===== config.mk =====
export PLATFORM = sky130hd
export DESIGN_NAME = bp_cce_branch_resolve_flat
export DESIGN_NICKNAME = d
export VERILOG_FILES = /design/src/rtl/bp_cce_pkg.sv /design/src/rtl/bp_cce_branch_resolve_if.sv /design/src/rtl/bp_cce_branch_bht.sv /design/src/rtl/bp_cce_branch_resolve.sv /design/src/flat_wrapper.sv
export SDC_FILE = /design/constraint.sdc
export NUM_CORES = 1
export LEC_CHECK = 0
export ABC_AREA = 1
export CAP_MARGIN = 20
export CORE_MARGIN = 5
export CORE_UTILIZATION = 46
export DETAILED_ROUTE_END_ITERATION = 6
export PLACE_DENSITY = 0.82
export SYNTH_ARGS = -nofsm -noshare
export SYNTH_HDL_FRONTEND = slang
export SYNTH_SLANG_ARGS = --single-unit

===== constraint.sdc =====
create_clock -name clk_i -period 4.6 [get_ports clk_i]
set_clock_uncertainty 0.2 [all_clocks]
set_input_delay 1.15 -clock clk_i [delete_from_list [all_inputs] [get_ports clk_i]]
set_output_delay 1.15 -clock clk_i [all_outputs]
set_load 0.05 [all_outputs]

===== src/rtl/bp_cce_pkg.sv =====
// Shared CCE branch-unit types: branch op codes, BHT counter states, init FSM
// states and the saturating counter update helper.
package bp_cce_pkg;

  typedef enum logic [2:0] {
    e_beq = 3'd0,
    e_bne = 3'd1,
    e_blt = 3'd2,
    e_ble = 3'd3
  } bp_cce_inst_branch_op_e;

  typedef enum logic [1:0] {
    e_bht_strong_nt = 2'b00,
    e_bht_weak_nt   = 2'b01,
    e_bht_weak_t    = 2'b10,
    e_bht_strong_t  = 2'b11
  } bp_cce_bht_ctr_e;

  typedef enum logic {
    e_init  = 1'b0,
    e_ready = 1'b1
  } bp_cce_branch_state_e;

  localparam bp_cce_bht_ctr_e bp_cce_bht_init_ctr_gp = e_bht_weak_nt;

  // Two-bit saturating counter step: up on taken, down on not-taken.
  function automatic bp_cce_bht_ctr_e bp_cce_bht_ctr_next(input bp_cce_bht_ctr_e ctr,
                                                          input logic            taken);
    bp_cce_bht_ctr_e nxt;
    nxt = ctr;
    if (taken && (ctr != e_bht_strong_t)) begin
      nxt = bp_cce_bht_ctr_e'(ctr + 2'b01);
    end else if (!taken && (ctr != e_bht_strong_nt)) begin
      nxt = bp_cce_bht_ctr_e'(ctr - 2'b01);
    end
    return nxt;
  endfunction

endpackage


===== src/rtl/bp_cce_branch_resolve_if.sv =====
// Fetch/execute bundle of the CCE branch unit, including the BHT init FSM
// state as a debug observation point.
interface bp_cce_branch_resolve_if #(
  parameter int width_p        = 16,
  parameter int cce_pc_width_p = 8
) ();
  import bp_cce_pkg::*;

  // Handshake: an execute instruction is consumed on every clock edge where
  // exe_v_i and ready_o are both high; there is no back-pressure beyond ready_o.
  logic                       ready_o;
  logic [cce_pc_width_p-1:0]  fetch_pc_i;
  logic                       predict_taken_o;
  logic                       exe_v_i;
  logic                       exe_branch_i;
  logic                       exe_predicted_taken_i;
  bp_cce_inst_branch_op_e     exe_branch_op_i;
  logic                       exe_signed_i;
  logic [width_p-1:0]         opd_a_i;
  logic [width_p-1:0]         opd_b_i;
  logic [cce_pc_width_p-1:0]  exe_pc_i;
  logic [cce_pc_width_p-1:0]  exe_branch_target_i;
  logic                       mispredict_o;
  logic [cce_pc_width_p-1:0]  pc_o;
  logic                       redirect_v_o;
  logic [cce_pc_width_p-1:0]  redirect_pc_o;
  logic [31:0]                branch_count_o;
  logic [31:0]                mispredict_count_o;
  bp_cce_branch_state_e       bht_state_o;

  modport master (
    input  ready_o, predict_taken_o, mispredict_o, pc_o, redirect_v_o, redirect_pc_o,
           branch_count_o, mispredict_count_o, bht_state_o,
    output fetch_pc_i, exe_v_i, exe_branch_i, exe_predicted_taken_i, exe_branch_op_i,
           exe_signed_i, opd_a_i, opd_b_i, exe_pc_i, exe_branch_target_i
  );

  modport slave (
    output ready_o, predict_taken_o, mispredict_o, pc_o, redirect_v_o, redirect_pc_o,
           branch_count_o, mispredict_count_o, bht_state_o,
    input  fetch_pc_i, exe_v_i, exe_branch_i, exe_predicted_taken_i, exe_branch_op_i,
           exe_signed_i, opd_a_i, opd_b_i, exe_pc_i, exe_branch_target_i
  );

endinterface


===== src/rtl/bp_cce_branch_bht.sv =====
// PC-indexed table of 2-bit saturating counters with a walk-through init FSM,
// one combinational read port (fetch) and one training port (execute).
module bp_cce_branch_bht
  import bp_cce_pkg::*;
#(
  parameter int bht_entries_p  = 16,
  parameter int cce_pc_width_p = 8
) (
  input  logic                       clk_i,
  input  logic                       reset_i,
  output logic                       ready_o,
  output bp_cce_branch_state_e       state_o,
  input  logic [cce_pc_width_p-1:0]  rd_pc_i,
  output logic                       rd_taken_o,
  input  logic                       wr_v_i,
  input  logic [cce_pc_width_p-1:0]  wr_pc_i,
  input  logic                       wr_taken_i
);

  localparam int idx_width_lp = $clog2(bht_entries_p);
  localparam logic [idx_width_lp-1:0] last_idx_lp = idx_width_lp'(bht_entries_p - 1);

  bp_cce_branch_state_e      state_q, state_d;
  logic [idx_width_lp-1:0]   idx_q, idx_d;
  bp_cce_bht_ctr_e           ctr_q [bht_entries_p];
  bp_cce_bht_ctr_e           ctr_d [bht_entries_p];
  logic [idx_width_lp-1:0]   rd_idx, wr_idx;
  logic                      unused_pc_bits;

  assign rd_idx = rd_pc_i[idx_width_lp-1:0];
  assign wr_idx = wr_pc_i[idx_width_lp-1:0];
  // Upper PC bits do not take part in indexing.
  assign unused_pc_bits = ^{rd_pc_i, wr_pc_i};

  always_comb begin
    state_d = state_q;
    idx_d   = idx_q;
    ctr_d   = ctr_q;
    case (state_q)
      e_init: begin
        ctr_d[idx_q] = bp_cce_bht_init_ctr_gp;
        idx_d        = idx_q + idx_width_lp'(1);
        if (idx_q == last_idx_lp) begin
          state_d = e_ready;
        end
      end
      e_ready: begin
        if (wr_v_i) begin
          ctr_d[wr_idx] = bp_cce_bht_ctr_next(ctr_q[wr_idx], wr_taken_i);
        end
      end
      default: begin
        state_d = e_init;
        idx_d   = '0;
      end
    endcase
  end

  always_ff @(posedge clk_i) begin
    if (reset_i) begin
      state_q <= e_init;
      idx_q   <= '0;
    end else begin
      state_q <= state_d;
      idx_q   <= idx_d;
    end
  end

  // Counter contents need no reset: the init walk writes every entry before use.
  always_ff @(posedge clk_i) begin
    ctr_q <= ctr_d;
  end

  assign ready_o    = (state_q == e_ready);
  assign state_o    = state_q;
  assign rd_taken_o = ready_o & ctr_q[rd_idx][1];

endmodule


===== src/rtl/bp_cce_branch_resolve.sv =====
// CCE branch unit: condition compare, mispredict/next-PC resolution, BHT
// training and a registered redirect. Define BP_CCE_BRANCH_STATS_EN for counters.
module bp_cce_branch_resolve
  import bp_cce_pkg::*;
#(
  parameter int width_p        = 16,
  parameter int cce_pc_width_p = 8,
  parameter int bht_entries_p  = 16
) (
  input  logic                     clk_i,
  input  logic                     reset_i,
  bp_cce_branch_resolve_if.slave   io
);

  logic                       ready;
  logic                       res;
  logic                       taken;
  logic                       mispredict;
  logic                       train_v;
  logic [cce_pc_width_p-1:0]  pc_plus1;
  logic [cce_pc_width_p-1:0]  pc_next;
  logic                       redirect_v_q, redirect_v_d;
  logic [cce_pc_width_p-1:0]  redirect_pc_q, redirect_pc_d;

  bp_cce_branch_bht #(
    .bht_entries_p  (bht_entries_p),
    .cce_pc_width_p (cce_pc_width_p)
  ) bht (
    .clk_i      (clk_i),
    .reset_i    (reset_i),
    .ready_o    (ready),
    .state_o    (io.bht_state_o),
    .rd_pc_i    (io.fetch_pc_i),
    .rd_taken_o (io.predict_taken_o),
    .wr_v_i     (train_v),
    .wr_pc_i    (io.exe_pc_i),
    .wr_taken_i (taken)
  );

  always_comb begin
    res = 1'b0;
    case (io.exe_branch_op_i)
      e_beq: res = (io.opd_a_i == io.opd_b_i);
      e_bne: res = (io.opd_a_i != io.opd_b_i);
      e_blt: res = io.exe_signed_i ? ($signed(io.opd_a_i) <  $signed(io.opd_b_i))
                                   : (io.opd_a_i <  io.opd_b_i);
      e_ble: res = io.exe_signed_i ? ($signed(io.opd_a_i) <= $signed(io.opd_b_i))
                                   : (io.opd_a_i <= io.opd_b_i);
      default: res = 1'b0;
    endcase
  end

  // A non-branch has an implicit not-taken prediction, so it can never mispredict.
  assign taken      = io.exe_v_i & io.exe_branch_i & res;
  assign mispredict = io.exe_v_i & (taken != (io.exe_branch_i & io.exe_predicted_taken_i));
  assign pc_plus1   = io.exe_pc_i + cce_pc_width_p'(1);
  assign pc_next    = taken ? io.exe_branch_target_i : pc_plus1;
  assign train_v    = io.exe_v_i & io.exe_branch_i;

  always_comb begin
    redirect_v_d  = ready & mispredict;
    redirect_pc_d = redirect_pc_q;
    if (mispredict) begin
      redirect_pc_d = pc_next;
    end
  end

  always_ff @(posedge clk_i) begin
    if (reset_i) begin
      redirect_v_q  <= 1'b0;
      redirect_pc_q <= '0;
    end else begin
      redirect_v_q  <= redirect_v_d;
      redirect_pc_q <= redirect_pc_d;
    end
  end

`ifdef BP_CCE_BRANCH_STATS_EN
  logic [31:0] branch_count_q, branch_count_d;
  logic [31:0] mispredict_count_q, mispredict_count_d;

  always_comb begin
    branch_count_d     = branch_count_q;
    mispredict_count_d = mispredict_count_q;
    if (ready && train_v && (branch_count_q != 32'hFFFF_FFFF)) begin
      branch_count_d = branch_count_q + 32'd1;
    end
    if (ready && mispredict && (mispredict_count_q != 32'hFFFF_FFFF)) begin
      mispredict_count_d = mispredict_count_q + 32'd1;
    end
  end

  always_ff @(posedge clk_i) begin
    if (reset_i) begin
      branch_count_q     <= '0;
      mispredict_count_q <= '0;
    end else begin
      branch_count_q     <= branch_count_d;
      mispredict_count_q <= mispredict_count_d;
    end
  end

  assign io.branch_count_o     = branch_count_q;
  assign io.mispredict_count_o = mispredict_count_q;
`else
  assign io.branch_count_o     = '0;
  assign io.mispredict_count_o = '0;
`endif

  assign io.ready_o       = ready;
  assign io.mispredict_o  = mispredict;
  assign io.pc_o          = pc_next;
  assign io.redirect_v_o  = redirect_v_q;
  assign io.redirect_pc_o = redirect_pc_q;

endmodule


===== src/flat_wrapper.sv =====
// flat-port wrapper written by rule: the top's interface ports become plain ports
module bp_cce_branch_resolve_flat import bp_cce_pkg::*;
#(
  parameter int width_p        = 16,
  parameter int cce_pc_width_p = 8,
  parameter int bht_entries_p  = 16
)
  (clk_i, reset_i, io_ready_o, io_predict_taken_o, io_mispredict_o, io_pc_o, io_redirect_v_o, io_redirect_pc_o, io_branch_count_o, io_mispredict_count_o, io_bht_state_o, io_fetch_pc_i, io_exe_v_i, io_exe_branch_i, io_exe_predicted_taken_i, io_exe_branch_op_i, io_exe_signed_i, io_opd_a_i, io_opd_b_i, io_exe_pc_i, io_exe_branch_target_i);
  bp_cce_branch_resolve_if #(.width_p(width_p), .cce_pc_width_p(cce_pc_width_p)) io_i ();
  input  logic clk_i;
  input  logic reset_i;
  output wire logic [$bits(io_i.ready_o)-1:0] io_ready_o;
  output wire logic [$bits(io_i.predict_taken_o)-1:0] io_predict_taken_o;
  output wire logic [$bits(io_i.mispredict_o)-1:0] io_mispredict_o;
  output wire logic [$bits(io_i.pc_o)-1:0] io_pc_o;
  output wire logic [$bits(io_i.redirect_v_o)-1:0] io_redirect_v_o;
  output wire logic [$bits(io_i.redirect_pc_o)-1:0] io_redirect_pc_o;
  output wire logic [$bits(io_i.branch_count_o)-1:0] io_branch_count_o;
  output wire logic [$bits(io_i.mispredict_count_o)-1:0] io_mispredict_count_o;
  output wire logic [$bits(io_i.bht_state_o)-1:0] io_bht_state_o;
  input wire logic [$bits(io_i.fetch_pc_i)-1:0] io_fetch_pc_i;
  input wire logic [$bits(io_i.exe_v_i)-1:0] io_exe_v_i;
  input wire logic [$bits(io_i.exe_branch_i)-1:0] io_exe_branch_i;
  input wire logic [$bits(io_i.exe_predicted_taken_i)-1:0] io_exe_predicted_taken_i;
  input wire logic [$bits(io_i.exe_branch_op_i)-1:0] io_exe_branch_op_i;
  input wire logic [$bits(io_i.exe_signed_i)-1:0] io_exe_signed_i;
  input wire logic [$bits(io_i.opd_a_i)-1:0] io_opd_a_i;
  input wire logic [$bits(io_i.opd_b_i)-1:0] io_opd_b_i;
  input wire logic [$bits(io_i.exe_pc_i)-1:0] io_exe_pc_i;
  input wire logic [$bits(io_i.exe_branch_target_i)-1:0] io_exe_branch_target_i;
  assign io_ready_o = io_i.ready_o;
  assign io_predict_taken_o = io_i.predict_taken_o;
  assign io_mispredict_o = io_i.mispredict_o;
  assign io_pc_o = io_i.pc_o;
  assign io_redirect_v_o = io_i.redirect_v_o;
  assign io_redirect_pc_o = io_i.redirect_pc_o;
  assign io_branch_count_o = io_i.branch_count_o;
  assign io_mispredict_count_o = io_i.mispredict_count_o;
  assign io_bht_state_o = io_i.bht_state_o;
  assign io_i.fetch_pc_i = io_fetch_pc_i;
  assign io_i.exe_v_i = io_exe_v_i;
  assign io_i.exe_branch_i = io_exe_branch_i;
  assign io_i.exe_predicted_taken_i = io_exe_predicted_taken_i;
  assign io_i.exe_branch_op_i = io_exe_branch_op_i;
  assign io_i.exe_signed_i = io_exe_signed_i;
  assign io_i.opd_a_i = io_opd_a_i;
  assign io_i.opd_b_i = io_opd_b_i;
  assign io_i.exe_pc_i = io_exe_pc_i;
  assign io_i.exe_branch_target_i = io_exe_branch_target_i;
  bp_cce_branch_resolve #(.width_p(width_p), .cce_pc_width_p(cce_pc_width_p), .bht_entries_p(bht_entries_p)) u_core (.clk_i(clk_i), .reset_i(reset_i), .io(io_i));
endmodule

# Yosys cells after proc, flatten, opt, wreduce, memory -nomap -nowiden

Cells that the tools add are included.

Flip-flop bits (word level): 46
Input port bits: 65
Output and inout bits: 85
Word-level logic and storage cells: 85

Add/subtract/negate cells: 4
Order comparisons: 9
Eq/ne operators: 9
Muxes and demuxes: 23
Bitwise logic cells: 13
Reductions and logical operators: 7

Operators by type and width:

| cell                                                                 | count |
|---|---|
| 32-bit case mux with 2 select lines                                  | 1 |
| 32-bit bitwise mux                                                   | 1 |
| 16-bit <= comparator                                                 | 2 |
| 16-bit < comparator                                                  | 2 |
| 32-bit two-way mux                                                   | 1 |
| 2-bit two-way mux                                                    | 10 |
| 16-bit AND                                                           | 1 |
| 2-bit binary-select mux with 4-bit select                            | 2 |
| 2-bit demux with 4-bit select                                        | 2 |
| 16-bit == test                                                       | 1 |
| 16-bit inequality test                                               | 1 |
| 16-bit NOT                                                           | 1 |
| 16-bit OR                                                            | 1 |
| 5-bit greater-or-equal comparator, second input constant             | 3 |
| 4-bit NOT with 5-bit output                                          | 3 |
| 5-bit by 1-bit < comparator with 1-bit output, second input constant | 2 |
| 8-bit by 1-bit adder with 8-bit output, second input constant        | 1 |
| 8-bit two-way mux                                                    | 1 |
| 1-bit AND                                                            | 6 |
| 3-bit by 2-bit == test with 1-bit output, second input constant      | 2 |
| 4-bit by 1-bit adder with 4-bit output, second input constant        | 1 |
| 4-bit == test, second input constant                                 | 1 |
| 1-bit logical AND                                                    | 4 |
| 1-bit two-way mux                                                    | 4 |
| other kinds (10)                                                     | 11 |

# Logic depth before layout (Yosys ltp)

Gate-level depths: netlist (run 1).

Depth after elaboration: 13
Gate-level depth with buffers: 24
Mapped depth without buffers: 23

# Hierarchy

A second synthesis (run 1) with hierarchy kept.

Cell total of the unflattened synthesis: 703
Area, all modules: 4593.2 sq um

Modules (own cells, without submodules):

| module                | instances | cells each | area an instance (sq um) | sequential area each (sq um) |
|---|---|---|---|---|
| bp_cce_branch_bht     | 1         | 410        | 2792.7                   | 1061.0 |
| bp_cce_branch_resolve | 1         | 293        | 1800.5                   | 180.2 |

# Worst setup path before layout (run 1)

Ideal clock, no wire load.

Path kind: input-to-output
From: input io_opd_b_i[15]
To: output io_pc_o[0]
Arrival time: 2.896 ns
Data required time: 3.250 ns
Slack: 0.354 ns
Stages on the path: 18
Buffers on the path: 1
Cells stage by stage: inv_1 -> ha_1 -> nand2_1 -> nor2_2 -> nand4_1 -> clkinv_1 -> nand2_1 -> nand2_1 -> nand2_1 -> nand2_1 -> nand2_1 -> nand2_2 -> nand3_4 -> nand2_4 -> buf_4 -> nand2_1 -> o21ai_0 -> inv_1

Longest elaborated chain between the ends: 5
Elaborated cells on any way between the ends: 11
Those cells by class: order compare: 4; eq/ne: 2; mux: 4; bitwise: 1

RTL lines:

| what                                         | RTL line                                                 | text |
|---|---|---|
| start, declared                              | flat_wrapper.sv:28                                       | `input wire logic [$bits(io_i.opd_b_i)-1:0] io_opd_b_i;` |
| 16-bit <= comparator (tied with other cells) | bp_cce_branch_resolve.sv:48                              | `: (io.opd_a_i <= io.opd_b_i);` |
| 1-bit two-way mux (on tied branches)         | bp_cce_branch_resolve.sv:47, bp_cce_branch_resolve.sv:45 |  |
| 1-bit case mux with 4 select lines *         | bp_cce_branch_resolve.sv:42                              | `case (io.exe_branch_op_i)` |
| 1-bit AND *                                  | bp_cce_branch_resolve.sv:54                              | `assign taken = io.exe_v_i & io.exe_branch_i & res;` |
| 8-bit two-way mux *                          | bp_cce_branch_resolve.sv:57                              | `assign pc_next = taken ? io.exe_branch_target_i : pc_plus1;` |
| end, declared                                | flat_wrapper.sv:15                                       | `output wire logic [$bits(io_i.pc_o)-1:0] io_pc_o;` |

Every way passes the cells marked *; elsewhere a longest branch is shown, timed or not.

# Worst setup path in the final report (run 1)

From: input io_opd_b_i[11]
To: output io_mispredict_o

Longest elaborated chain between the ends: 6
Elaborated cells on any way between the ends: 12
Those cells by class: order compare: 4; eq/ne: 3; mux: 3; bitwise: 2

RTL lines:

| what                                         | RTL line                                                 | text |
|---|---|---|
| 16-bit <= comparator (tied with other cells) | bp_cce_branch_resolve.sv:48                              |  |
| 1-bit two-way mux (on tied branches)         | bp_cce_branch_resolve.sv:47, bp_cce_branch_resolve.sv:45 |  |
| 1-bit case mux with 4 select lines *         | bp_cce_branch_resolve.sv:42                              |  |
| 1-bit AND *                                  | bp_cce_branch_resolve.sv:54                              |  |
| 1-bit inequality test *                      | bp_cce_branch_resolve.sv:55                              | `assign mispredict = io.exe_v_i & (taken != (io.exe_branch_i & io.exe_predicted_taken_i));` |
| 1-bit AND *                                  | bp_cce_branch_resolve.sv:55                              |  |
| end, declared                                | flat_wrapper.sv:14                                       | `output wire logic [$bits(io_i.mispredict_o)-1:0] io_mispredict_o;` |

Marks and branches as above.

==> results of run 1 <==
-- cell type report --
type	count	area share
multi-input combinational	471	0.4727
sequential	46	0.2195
timing repair buffer	113	0.2020
inverter	86	0.05776
tap	111	0.02456
clock buffer	8	0.02346
-- per-stage QoR --
stage / setup slack [ns] / instances / power, mW / hold slack (ns) / cell area (µm²)
after floorplan: 0.3539 / 684 / 0.9471 / 0.2982 / 4478
after global placement: -0.1416 / 816 / 1.075 / 0.2765 / 5125
after CTS: 0.0003324 / 831 / 1.444 / 0.3097 / 5482
after detailed placement: -0.1844 / 816 / 1.091 / 0.2892 / 5125
after global routing: -0.06899 / 835 / 1.549 / 0.3569 / 5654
final: 0.03459 / 835 / 1.485 / 0.3220 / 5654
-- repair_timing --
item | in CTS | in global routing
buffers inserted | 6 | 4
endpoints found under the setup margin | 9 | 9
gates cloned | 1 | 0
gates resized for setup | 74 | 42
pin swaps | 39 | 28
-- kinds of logic after synthesis --
group | Yosys count | synth area share
DFF | 46 | 0.2926
adders and majority gates | 26 | 0.07670
AOI/OAI and AO/OA | 116 | 0.1493
and+or+nand+nor | 259 | 0.2596
other | 1 | 0.0008841
buffers and inverters | 168 | 0.2106
xor gates and xnor gates | 5 | 0.01033
-- how the worst max path moves through the flow --
stage	startpoint	to
after floorplan	io_opd_b_i[15]	io_pc_o[0]
after global placement	io_opd_b_i[15]	io_pc_o[3]
after detailed placement	io_opd_b_i[15]	io_pc_o[3]
after CTS	io_opd_a_i[11]	io_mispredict_o
after global routing	io_opd_b_i[11]	io_mispredict_o
final	io_opd_b_i[11]	io_mispredict_o
-- layer usage --
layer  wire length (µm)  GRT usage  vias to the layer above
met5                  0          0                        -
met4                281    0.06383                        0
met3               1479    0.04797                       34
met2               6224     0.3511                      312
met1               4738     0.2619                     2017
li1                   -          -                     2090
-- cells in the mapped netlist, types with 2 or more instances --
| library cell | n |
|---|---|
| a21oi_1 | 20 |
| buf_4 | 67 |
| clkbuf_1 | 12 |
| clkinv_1 | 2 |
| dfxtp_1 | 14 |
| edfxtp_1 | 32 |
| ha_1 | 26 |
| inv_1 | 82 |
| nand2_1 | 134 |
| nand2_2 | 3 |
| nand3_1 | 31 |
| nand4_1 | 5 |
| nor2_1 | 66 |
| nor2_2 | 7 |
| nor3_1 | 7 |
| o211ai_1 | 15 |
| o21ai_0 | 70 |
| o21ai_1 | 3 |
| o22ai_1 | 5 |
| xnor2_1 | 3 |
| xor2_1 | 2 |
-- state kept, by name, summed over array words and instances (netlist names) --
name	cells
u_core.bht.idx_q	4
u_core.bht.ctr_q	32
u_core.bht.ready_o	1
u_core.io.redirect_v_o	1
u_core.io.redirect_pc_o	8
-- power by group through the flow --
| stage | Combinational [mW] | Clock [mW] | Sequential [mW] |
|---|---|---|---|
| 5_1_grt | 0.655 | 0.354 | 0.540 |
| 4_1_cts | 0.574 | 0.335 | 0.535 |
| 3_5_place_dp | 0.547 | 0 | 0.544 |
| 3_3_place_gp | 0.533 | 0 | 0.542 |
| 2_1_floorplan | 0.402 | 0 | 0.545 |
| 6_report | 0.612 | 0.337 | 0.537 |
-- placed cells by master, fill, tap and decap left out, types with 17 or more instances in the layout --
cell             instances
conb_1                  64
inv_1                   68
nand2_1                114
nand3_1                 30
nand2_2                 21
nor2_1                  64
o21ai_0                 63
dlygate4sd2_1           22
a21oi_1                 17
edfxtp_1                32
buf_4                   31
clkdlybuf4s50_1         39
-- worst reg2reg max path, cell delays in order, from the launching register on --
cell and delay, ns:
edfxtp_1 0.37, inv_1 0.15, a21oi_1 0.08, o21ai_0 0.07, o21ai_0 0.14, nand2_1 0.08
nand4_1 0.16, inv_1 0.14, ha_1 0.15, inv_1 0.06, nand2_2 0.09, nand3_2 0.35
nand3_1 0.24, nand2_1 0.08
==> impl_metrics.tcl, run 1 <==
set metrics [dict create \
    outcome "finished clean" \
    hold_violations 0 \
    yosysTopAreaCell "edfxtp_1" \
    drtIter0Drc 395 \
    hold_end "u_core.io.redirect_pc_o[2]" \
    leakage_nw 2.622 \
    regArea_um2 1241 \
    power_switching_uw 593.1 \
    path_cells "dlygate4sd2_1 -> inv_2 -> ha_4 -> a21oi_2 -> nand2_1 -> a21oi_2 -> nand3_2 -> nand2_2 -> nand2_2 -> nand2_2 -> nand3_4 -> buf_6 -> nand2_2 -> nand2_2 -> nor2_4 -> buf_12" \
    postRouteAntennaNets 0 \
    synth-seq-cells 46 \
    cp-end-kind "primary output" \
    grtUsageTotal 0.2073 \
    die_h_um 106.0 \
    drive_above_1_share 0.1796 \
    fin_crit_sh 0.9925 \
    crit_buf_inv 4 \
    synth_area_leaders "edfxtp_1 23%, buf_4 12%, nand2_1 12%" \
    io_buffers 81 \
    cts_root_buf "clkbuf_8" \
    ir_drop_uv 171.5 \
    clockPowerShare 0.227 \
    cpMostUsedCell "nand2_2" \
    avgSynthCellArea_um2 6.830 \
    die_area_um2 11240 \
    setup-violations-final 0 \
    max_slew_margin 0.6447 \
    vias 4453 \
    final_core_util 0.6207 \
    clock_sinks 46 \
    pwr_density_cell_nw_per_um2 262.7 \
    fin_nets 814 \
    multiInputGateArea_um2 2673 \
    p_int_uw 892.2 \
    hold_path_class "flop to flop" \
    ff2ff_setup_slack_ns 1.97 \
    reg2regPathDepth 13 \
    clk_latency_ns 0.30 \
    antenna_found_initial 0 \
    ctsHoldBuffers 0 \
    cts_buffer_depth 2 \
    arrival_ns 3.22 \
    grt_pass1_wl_um 19420 \
    rr_startpoint "u_core.bht.ctr_q[29]" \
    reg2reg_to "u_core.bht.ctr_q[19]" \
    cts_tree "done" \
    swShare 0.3993 \
    grt_pass1_vias 4240 \
    crit_fanout 5 \
    grt_max_degree 51 \
    critical_path_required_ns 3.25 \
    finalSetupTns_ns 0 \
    crit_family "simple AND/OR/NAND/NOR gates" \
    syn2layout_area_growth_pct 33.30 \
    critPathKind "input port to primary output" \
    period_minus_slack_ns 4.565 \
    gp_congestion 0.9037 \
    wire_per_inst_um 15.24 \
    grt_remaining_overflow 0 \
    crit_path_start_kind "input port" \
    holdPathStages 2 \
    route.detailed.drc 0 \
    slowest_stage "dlygate4sd2_1" \
    cts_max_level 2 \
    cap_violations 0 \
    start_util 0.4657 \
    fmax_mhz 219.0 \
    hp-start "u_core.io.redirect_pc_o[2]" \
    design.core.area_um2 9109 \
    antenna_cells 0 \
    crit_cells 16 \
    synth_cells 621 \
    syn_area_um2 4242 \
    drt_wl_total_um 12720 \
    synth_edf_count 32 \
    rows 35 \
    async_flop_share 0 \
    synth_ff_type "edfxtp_1" \
    synth_top_area_frac 0.2265 \
    max_stage_delay_ns 0.24 \
    ys_seq_area_frac 0.2926 \
    seqPwrFrac 0.361 \
    power_frac_comb 0.412 \
    num_io_pins 150 \
    numCtsBuffers 5 \
    yosysWarnings 0 \
    synth_cell_types 36 \
    nFillCells 724 \
    die_x_um 106.0 \
    firstDrtPassIters 5 \
    slew_viol_final 0 \
    tightest_slew_ns 0.5312 \
    clk_pin_slew_ns 0.10 \
    place_hpwl_um 8837 \
    viasPerCell 5.333 \
]
(Power assumes the default switching activity.)
==> inputs of run 2 (changes only) <==
--- a/config.mk
+++ b/config.mk
@@ -6,11 +6,12 @@
 export NUM_CORES = 1
 export LEC_CHECK = 0
 export ABC_AREA = 1
+export ABC_CLOCK_PERIOD_IN_PS = 4600
 export CAP_MARGIN = 20
 export CORE_MARGIN = 5
 export CORE_UTILIZATION = 46
 export DETAILED_ROUTE_END_ITERATION = 6
-export PLACE_DENSITY = 0.82
+export PLACE_DENSITY_LB_ADDON = 0.2
 export SYNTH_ARGS = -nofsm -noshare
 export SYNTH_HDL_FRONTEND = slang
 export SYNTH_SLANG_ARGS = --single-unit
==> run 2 against run 1 <==
  * Maximum frequency rose by 2.0%
  * Utilization fell by 1.0 points
  * Register-to-register slack improved by 0.02 ns
  * Cell area fell by 1.7%
  * Non-clock buffer count fell by 1
  * Flip-flop and latch count did not move
  * Via count fell by 4.9%
==> impl_metrics.tcl, run 2 (synthesis gave the netlist of run 1 again) <==
set metrics [dict create \
    outcome "finished clean" \
    leakage_nw 2.588 \
    dp_slack_ns -0.2003 \
    ir_drop_uv 137.2 \
    clk_pin_slew_ns 0.09 \
    largest_register_ffs 32 \
    cts_root_buf "clkbuf_8" \
    grtUsageTotal 0.2078 \
    hp-start "u_core.io.redirect_pc_o[2]" \
    crit_fanout 5 \
    grt_pass1_vias 4161 \
    tightest_slew_ns 0.5397 \
    max_slew_margin 0.6391 \
    die_h_um 106.0 \
    syn2layout_area_growth_pct 31.06 \
    route.detailed.drc 0 \
    grt_pass1_wl_um 19330 \
    firstDrtPassIters 6 \
    stdcell_area_um2 5559 \
    cp-end-kind "primary output" \
    hold_path_class "flop to flop" \
    fin_nets 813 \
    layout_commonest_cell "nand2_1" \
    arrival_ns 3.13 \
    finalPower_mw 1.419 \
    postRouteAntennaNets 0 \
    crit_cells 18 \
    path_cells "dlygate4sd2_1 -> ha_4 -> nand2_1 -> nor2_2 -> nand4_1 -> clkinv_2 -> nand2_4 -> nand2_2 -> nand2_2 -> nand2_1 -> nand2_1 -> nand2_2 -> nand3_4 -> buf_6 -> nand2_2 -> nand2_2 -> nor2_4 -> buf_12" \
    design.core.area_um2 9109 \
    clk_latency_ns 0.30 \
    antenna_cells 0 \
    critPathKind "input port to primary output" \
    setup_slack_ns 0.1223 \
    rows 35 \
    num_io_pins 150 \
    slowest_stage "dlygate4sd2_1" \
    cpMostUsedCell "nand2_2" \
    crit_path_start_kind "input port" \
    ctsHoldBuffers 0 \
    crit_path_end "io_mispredict_o" \
    gp_congestion 0.8731 \
    pwr_density_cell_nw_per_um2 255.3 \
    finalSetupTns_ns 0 \
    ff2ff_setup_slack_ns 1.99 \
    drtIter0Drc 364 \
    viasPerCell 5.077 \
    cts_max_level 2 \
    drive_above_1_share 0.1618 \
    fmax_mhz 223.3 \
    drt_wl_total_um 12080 \
    reg2reg_to "u_core.bht.ctr_q[1]" \
    die_x_um 106.0 \
    cap_violations 0 \
    reg2regPathDepth 13 \
    io_buffers 81 \
    slew_viol_final 0 \
    place_hpwl_um 8774 \
    largest-register "u_core.bht.ctr_q" \
    vias 4234 \
    wire_per_inst_um 14.48 \
    regArea_um2 1241 \
    start_util 0.4657 \
    numCtsBuffers 5 \
    die_area_um2 11240 \
    setup-violations-final 0 \
    final_cell_mix "122 x nand2_1, 68 x inv_1, 64 x nor2_1, 64 x conb_1, 63 x o21ai_0" \
    multiInputGateArea_um2 2624 \
    crit_family "simple AND/OR/NAND/NOR gates" \
    critical_path_required_ns 3.25 \
    fin_crit_sh 0.9734 \
    rr_startpoint "u_core.bht.ctr_q[5]" \
    hold_violations 0 \
    grt_remaining_overflow 0 \
    max_stage_delay_ns 0.26 \
    period_minus_slack_ns 4.478 \
    nFillCells 837 \
    dpl_cell_area_um2 5132 \
    cts_buffer_depth 2 \
    crit_buf_inv 4 \
    antenna_found_initial 0 \
    clock_sinks 46 \
    cts_tree "done" \
    cp-startpoint "io_opd_a_i[13]" \
    grt_max_degree 51 \
]
-- run 2: changes by cell type in the layout (fill, tap and decap cells not counted), moves of 2 or more --
cell	change
dlygate4sd2_1	+4
clkbuf_1	+2
nand2_2	-7
nand2_1	+8
clkdlybuf4s15_1	-3
-- run 2: area by class of cell --
class	instances	area share
multi-input combinational	471	0.4720
sequential	46	0.2233
timing repair buffer	112	0.2028
inverter	86	0.05874
tap	111	0.02498
clock buffer	8	0.01823
-- run 2: how the worst min path moves through the flow --
stage,end,slack (ns),cells after the start
3_5_place_dp,u_core.io.redirect_pc_o[2],0.29,2
2_1_floorplan,u_core.bht.idx_q[3],0.30,2
5_1_grt,u_core.io.redirect_pc_o[6],0.35,2
3_3_place_gp,u_core.io.redirect_pc_o[2],0.28,2
6_report,u_core.io.redirect_pc_o[2],0.32,2
4_1_cts,u_core.io.redirect_pc_o[2],0.31,2
-- run 2: where the power goes --
group | internal [mW] | switching, mW | leakage [nW]
clock network | 0.141 | 0.146 | 0.0506
registers | 0.501 | 0.0348 | 0.461
logic | 0.197 | 0.399 | 2.08
-- run 2: layer usage --
metal  up-vias  part of all wire  global-route usage
met5         -                 0                   0
met4         0             0.013             0.04625
met3        19              0.11             0.05525
met2       195              0.49              0.3666
met1      1930              0.39              0.2534
li1       2090                 -                   -
-- run 2: timing repair --
item,CTS,global route
endpoints found under the setup margin,9,9
cloned,1,0
resized for setup,72,29
pin swaps,37,15
endpoints found under the hold margin,0,0
setup buffers,4,4
-- run 2: through the flow --
stage / utilization / cells / hold WS [ns]
6_report: 0.6103 / 834 / 0.3195
5_1_grt: 0.6103 / 834 / 0.3511
4_1_cts: 0.5977 / 830 / 0.3147
3_5_place_dp: 0.5635 / 817 / 0.2911
3_3_place_gp: 0.5635 / 817 / 0.2770
2_1_floorplan: - / 684 / 0.2982
-- run 2: worst min-delay path, delay by kind of cell (launching register included) --
kind | cells | cell delay [ns]
simple gates | 1 | 0.07
compound gates | 1 | 0.07
flops | 1 | 0.35
==> inputs of run 3 (changes only) <==
--- a/config.mk
+++ b/config.mk
@@ -7,7 +7,7 @@
 export LEC_CHECK = 0
 export ABC_AREA = 1
 export ABC_CLOCK_PERIOD_IN_PS = 4600
-export CAP_MARGIN = 20
+export CAP_MARGIN = 5
 export CORE_MARGIN = 5
 export CORE_UTILIZATION = 46
 export DETAILED_ROUTE_END_ITERATION = 6
==> results of run 3 <==
No change in the layout: final DEF, timing and power equal those of run 2.
